## config.mk

```make
export PLATFORM = sky130hd
export DESIGN_NAME = perf_counter_controller
export DESIGN_NICKNAME = d
export VERILOG_FILES = /design/src/rtl/perf_counter_controller.sv
export SDC_FILE = /design/constraint.sdc
export NUM_CORES = 1
export LEC_CHECK = 0
export CAP_MARGIN = 10
export CORE_AREA = 3 3 173 175
export CTS_CLUSTER_DIAMETER = 120
export DETAILED_ROUTE_END_ITERATION = 6
export DIE_AREA = 0 0 176 178
export PLACE_DENSITY = 0.69
export SLEW_MARGIN = 20
export SYNTH_ARGS = -nofsm -noshare
export SYNTH_HDL_FRONTEND = slang
export SYNTH_SLANG_ARGS = --single-unit
```

## constraint.sdc

```tcl
create_clock -name clk -period 5.7 [get_ports clk]
set_input_delay 1.14 -clock clk [delete_from_list [all_inputs] [get_ports clk]]
set_output_delay 1.14 -clock clk [all_outputs]
set_load 0.05 [all_outputs]
```

## src/rtl/perf_counter_controller.sv

```systemverilog
// perf_counter_controller: IO-mapped event routing, enable, sequenced clear and sticky overflow
// status for the core performance counters. Define PERF_OVERFLOW_INT_EN to add INTEN and the IRQ.
module perf_counter_controller #(
  parameter int          NUM_EVENTS   = 16,
  parameter int          NUM_COUNTERS = 4,
  parameter int          PRFC_WIDTH   = 32,
  parameter logic [31:0] BASE_ADDRESS = 32'h0000_0000
) (
  input  logic                  clk,
  input  logic                  reset,
  input  logic [NUM_EVENTS-1:0] perf_events,
  input  logic [31:0]           io_address,
  input  logic                  io_write_en,
  input  logic [31:0]           io_write_data,
  input  logic                  io_read_en,
  output logic [31:0]           io_read_data,
  output logic                  perf_overflow_int
);

  localparam int SEL_W = $clog2(NUM_EVENTS);
  localparam int IDX_W = (NUM_COUNTERS > 1) ? $clog2(NUM_COUNTERS) : 1;

  localparam logic [0:0] ST_IDLE  = 1'b0;
  localparam logic [0:0] ST_CLEAR = 1'b1;

  localparam logic [7:0] OFF_CTRL  = 8'h00;
  localparam logic [7:0] OFF_OVF   = 8'h04;
  localparam logic [7:0] OFF_INTEN = 8'h08;

  logic [31:0]                   offset;
  logic [7:0]                    off_lo;
  logic                          hit;
  logic                          ctrl_wr;
  logic                          ovf_wr;
  logic [0:0]                    state_reg;
  logic [0:0]                    state_next;
  logic [IDX_W-1:0]              idx_reg;
  logic [IDX_W-1:0]              idx_next;
  logic                          enable_reg;
  logic                          busy;
  logic                          count_en;
  logic [NUM_COUNTERS-1:0]       ovf_reg;
  logic [NUM_COUNTERS-1:0]       ovf_next;
  logic [NUM_COUNTERS-1:0]       ovf_w1c;
  logic [NUM_COUNTERS-1:0]       wrap_vec;
  logic [NUM_COUNTERS-1:0][31:0] sel_rd;
  logic [NUM_COUNTERS-1:0][31:0] cnt_rd;
  logic [31:0]                   inten_rd;
  logic [31:0]                   rd_mux;
  logic [31:0]                   read_data_reg;
  logic                          unused_wdata;

  // Unsigned wrap makes addresses below the base land far outside the 256-byte window.
  assign offset       = io_address - BASE_ADDRESS;
  assign off_lo       = offset[7:0];
  assign hit          = (offset[31:8] == 24'd0);
  assign ctrl_wr      = io_write_en && hit && (off_lo == OFF_CTRL);
  assign ovf_wr       = io_write_en && hit && (off_lo == OFF_OVF);
  assign busy         = (state_reg == ST_CLEAR);
  assign count_en     = !busy && enable_reg;
  assign unused_wdata = ^io_write_data;

  always_comb begin
    state_next = state_reg;
    idx_next   = idx_reg;
    case (state_reg)
      ST_IDLE: begin
        if (ctrl_wr && io_write_data[1]) begin
          state_next = ST_CLEAR;
          idx_next   = '0;
        end
      end
      ST_CLEAR: begin
        if (idx_reg == IDX_W'(NUM_COUNTERS - 1)) begin
          state_next = ST_IDLE;
          idx_next   = '0;
        end else begin
          idx_next = idx_reg + 1'b1;
        end
      end
      default: begin
        state_next = ST_IDLE;
        idx_next   = '0;
      end
    endcase
  end

  // A fresh wrap beats a simultaneous write-1-to-clear of the same bit.
  assign ovf_w1c  = ovf_wr ? io_write_data[NUM_COUNTERS-1:0] : '0;
  assign ovf_next = (ovf_reg & ~ovf_w1c) | wrap_vec;

  always_ff @(posedge clk) begin
    if (reset) begin
      state_reg  <= ST_IDLE;
      idx_reg    <= '0;
      enable_reg <= 1'b0;
      ovf_reg    <= '0;
    end else begin
      state_reg <= state_next;
      idx_reg   <= idx_next;
      ovf_reg   <= ovf_next;
      if (ctrl_wr) begin
        enable_reg <= io_write_data[0];
      end
    end
  end

  generate
    for (genvar gi = 0; gi < NUM_COUNTERS; gi++) begin : g_ctr
      localparam logic [7:0] SEL_OFF = 8'(64 + 4 * gi);
      localparam logic [7:0] CNT_OFF = 8'(128 + 4 * gi);

      logic [SEL_W-1:0]      sel_reg;
      logic [PRFC_WIDTH-1:0] cnt_reg;
      logic                  sel_wr;
      logic                  evt_hit;
      logic                  clr_hit;

      assign sel_wr       = io_write_en && hit && (off_lo == SEL_OFF);
      // Old selection applies to this cycle's event even when SEL is being rewritten.
      assign evt_hit      = count_en && perf_events[sel_reg];
      assign clr_hit      = busy && (idx_reg == IDX_W'(gi));
      assign wrap_vec[gi] = evt_hit && (&cnt_reg);

      always_ff @(posedge clk) begin
        if (reset) begin
          sel_reg <= '0;
          cnt_reg <= '0;
        end else begin
          if (sel_wr) begin
            sel_reg <= io_write_data[SEL_W-1:0];
          end
          if (clr_hit) begin
            cnt_reg <= '0;
          end else if (evt_hit) begin
            cnt_reg <= cnt_reg + 1'b1;
          end
        end
      end

      assign sel_rd[gi] = (off_lo == SEL_OFF) ? 32'(sel_reg) : 32'd0;
      assign cnt_rd[gi] = (off_lo == CNT_OFF) ? 32'(cnt_reg) : 32'd0;
    end
  endgenerate

`ifdef PERF_OVERFLOW_INT_EN
  logic [NUM_COUNTERS-1:0] inten_reg;
  logic                    int_reg;
  logic                    inten_wr;

  assign inten_wr = io_write_en && hit && (off_lo == OFF_INTEN);

  always_ff @(posedge clk) begin
    if (reset) begin
      inten_reg <= '0;
      int_reg   <= 1'b0;
    end else begin
      int_reg <= |(ovf_reg & inten_reg);
      if (inten_wr) begin
        inten_reg <= io_write_data[NUM_COUNTERS-1:0];
      end
    end
  end

  assign inten_rd          = (off_lo == OFF_INTEN) ? 32'(inten_reg) : 32'd0;
  assign perf_overflow_int = int_reg;
`else
  assign inten_rd          = 32'd0;
  assign perf_overflow_int = 1'b0;
`endif

  always_comb begin
    rd_mux = 32'd0;
    if (off_lo == OFF_CTRL) begin
      rd_mux = {29'd0, busy, 1'b0, enable_reg};
    end
    if (off_lo == OFF_OVF) begin
      rd_mux = 32'(ovf_reg);
    end
    rd_mux = rd_mux | inten_rd;
    for (int i = 0; i < NUM_COUNTERS; i++) begin
      rd_mux = rd_mux | sel_rd[i] | cnt_rd[i];
    end
    if (!hit) begin
      rd_mux = 32'd0;
    end
  end

  // Read samples pre-write state; the result holds until the next read strobe.
  always_ff @(posedge clk) begin
    if (reset) begin
      read_data_reg <= 32'd0;
    end else if (io_read_en) begin
      read_data_reg <= rd_mux;
    end
  end

  assign io_read_data = read_data_reg;

endmodule
```

==> results_dict.tcl <==
set metrics [dict create \
    pre_cts_slack_ps 1880 \
    final_area_sq_um 12800 \
    fmax_mhz 290 \
    cts_resized 0 \
    gp_congestion 0.950 \
    reg2reg_setup_slack_ps 2690 \
    n_fill_cell 2765 \
    vdd_ir_drop_max_mv 0.205 \
    netlist_area_sq_um 11000 \
    tightest_slew_ps 1060 \
    path_cells "clkdlybuf4s50_1 > mux4_1 > o22ai_1 > o22a_2 > nor4_1 > a31o_2" \
    synthToLayoutAreaGrowth_pct 15.8 \
    synthCells 1378 \
    grt_overflow 0 \
    final_core_util 0.446 \
    cp.depth 6 \
    antenna_found_initial 0 \
    drt.antenna.violating_nets 0 \
    hold_ws_ps 485 \
    leakage_nw 3.93 \
    holdPathEnd "io_read_data[2]" \
    fin_skew_ps 21.8 \
    antenna_cells 0 \
    end_kind "register" \
    power_density_nw_per_um2 211 \
    synth_top_cell_area_share 0.334 \
    die-area_sq_um 31300 \
    hold_depth 2 \
    die_w_um 176 \
    ys_top_cells_by_area "dfxtp_1, nand3_1, mux2i_1, nand2_1, nand4_1" \
    fin_ws_ps 2260 \
    cts.sinks 184 \
    criticalPathCategory "input port to register" \
    yosysWarnings 0 \
    drt-initial-drc-count 1579 \
    core_area_sq_um 28600 \
    area.sequential_sq_um 3680 \
    clockRootBuffer "clkbuf_16" \
    clk_path_buf_depth 2 \
    grtUsageTotal 0.219 \
    max_stage_delay_ps 860 \
    portBuffers 87 \
    rr_endpoint "ovf_reg[3]" \
    io_pins 117 \
    htreeDepth 4 \
    largest_reg_flops 128 \
    fin_tns_setup_ps 0 \
    vias 11100 \
    cts_tree "built" \
    slew_viol_final 0 \
    routedWlPerCell_um 19.6 \
    cp_top_family "compound AO/OA/AOI/OAI gates" \
    hold_violations 0 \
    grt_start_max_net_pins 116 \
    syn_nets 1470 \
    min_from "io_read_data[2]" \
    arrival_ps 3780 \
    cp_num_buf_inv 1 \
    yosysMostFrequentCell "dfxtp_1" \
    hp-class "register to register" \
    placed_area_sq_um 12100 \
    initial_core_util 0.385 \
    rsz0062_at_grt "no" \
    ys_seq_area_frac 0.334 \
    ctsHoldBuffers 0 \
    synth_cell_types 77 \
    drv_cap 0 \
    reg2reg_from "busy" \
    min_period_ps 3440 \
    clkTransAtPathRegs_ps 80 \
    postCtsSetupBuffers 0 \
    synth_flop_cell "dfxtp_1" \
    setup_viol 0 \
    ff2ff_path_depth 5 \
    synth.top_cells.by_count "dfxtp_1, nand3_1, nand2_1, a21oi_1, nand4_1" \
    synth_area_leader_cell "dfxtp_1" \
    synth.avg_cell_area_sq_um 8.00 \
    drtPass1Iterations 6 \
    die_h_um 178 \
    synth_async_sr_flop_share 0 \
    cts_made_buffers 17 \
    grt_pass1_wl_mm 55.1 \
    status "finished clean" \
    rows 62 \
    synth-edff-count 0 \
    clk_latency_ps 450 \
    drt-total-wl_mm 35.0 \
    crit_required_ps 6030 \
    ys_seq_elements 184 \
    drc 0 \
    avgViaCountPerCell 6.21 \
    max_slew_margin 0.293 \
    dpl.hpwl_mm 24.6 \
    grt_pass1_vias 9851 \
    crit_fanout 60 \
    multi_input_area_sq_um 6870 \
    critPathLaunchType "input port" \
    layout-drive-gt1-share 0.0606 \
    timing.final.crit_share 0.604 \
    nets 1482 \
    critPathSlowestCell "o22a_2" \
]
[report_power, final]
| part | total (mW) | leakage, nW | switching [mW] | internal, mW |
|---|---|---|---|---|
| Clock | 1.26 | 0.290 | 0.555 | 0.707 |
| Combinational | 0.153 | 2.16 | 0.0931 | 0.0600 |
| Sequential | 1.28 | 1.48 | 0.000000000176 | 1.28 |
[stage by stage]
| step | power [mW] | instances |
|---|---|---|
| after floorplan | 1.39 | 1378 |
| after global placement | 1.46 | 1753 |
| after detailed placement | 1.46 | 1753 |
| after CTS | 2.71 | 1785 |
| after global routing | 2.77 | 1787 |
| final | 2.70 | 1787 |
[logic make-up after synthesis]
logic type	share of synthesized area
XOR/XNOR	0.00238
other	0.000340
buffers and inverters	0.0513
AND/OR/NAND/NOR	0.318
adder cells (fa/ha/maj)	0.00907
AO/OA/AOI/OAI	0.192
multiplexers	0.0938
flip-flops	0.334
[metal layers]
| metal | track usage | routed length (um) |
|---|---|---|
| met5 | 0 | 0 |
| met3 | 0.0326 | 2740 |
| met4 | 0.0571 | 602 |
| met2 | 0.353 | 16500 |
| met1 | 0.309 | 15200 |
[final cells by class]
type,instances,area share
multi-input cells,1057,0.538
flip-flops and latches,184,0.288
repair buffers,101,0.0801
well taps,384,0.0376
clock buffers,19,0.0347
clock inverters,13,0.0133
inverters,29,0.00852
[cell usage in the layout, fill, tap and decap left out, drive strengths merged, types with 5 or more instances in the layout]
master         count
nand4b             6
clkbuf            19
a22o               7
o21a               9
nor4b              6
clkdlybuf4s50     86
inv               30
a21oi             99
nand3            174
a22oi             39
nand4             83
or3                5
nand2b            39
o21ai             32
mux2               9
nand2            147
buf               15
clkinv             6
and2              12
mux4               6
and4              11
a21boi             7
or4               39
nor2b              9
nor4              19
and3              19
nor3              15
nor2              54
o31ai             37
a211oi            11
ha                 8
a2111o            16
dfxtp            184
mux2i             79
[tightest hold or removal path, cell delays in order (launching register included)]
cell and delay [ps]:
dfxtp_1 330, nand2_1 60, a21oi_1 50
[worst max path at each step]
stage                   startpoint             endpoint  slack, ps
global route        perf_events[3]           ovf_reg[3]       2120
global placement    perf_events[3]           ovf_reg[3]       1880
finish              perf_events[3]           ovf_reg[3]       2260
detailed placement  perf_events[3]           ovf_reg[3]       1880
CTS                 perf_events[3]           ovf_reg[3]       2320
floorplan           perf_events[5]  g_ctr[0].cnt_reg[1]       2960
(Power assumes the default switching activity.)
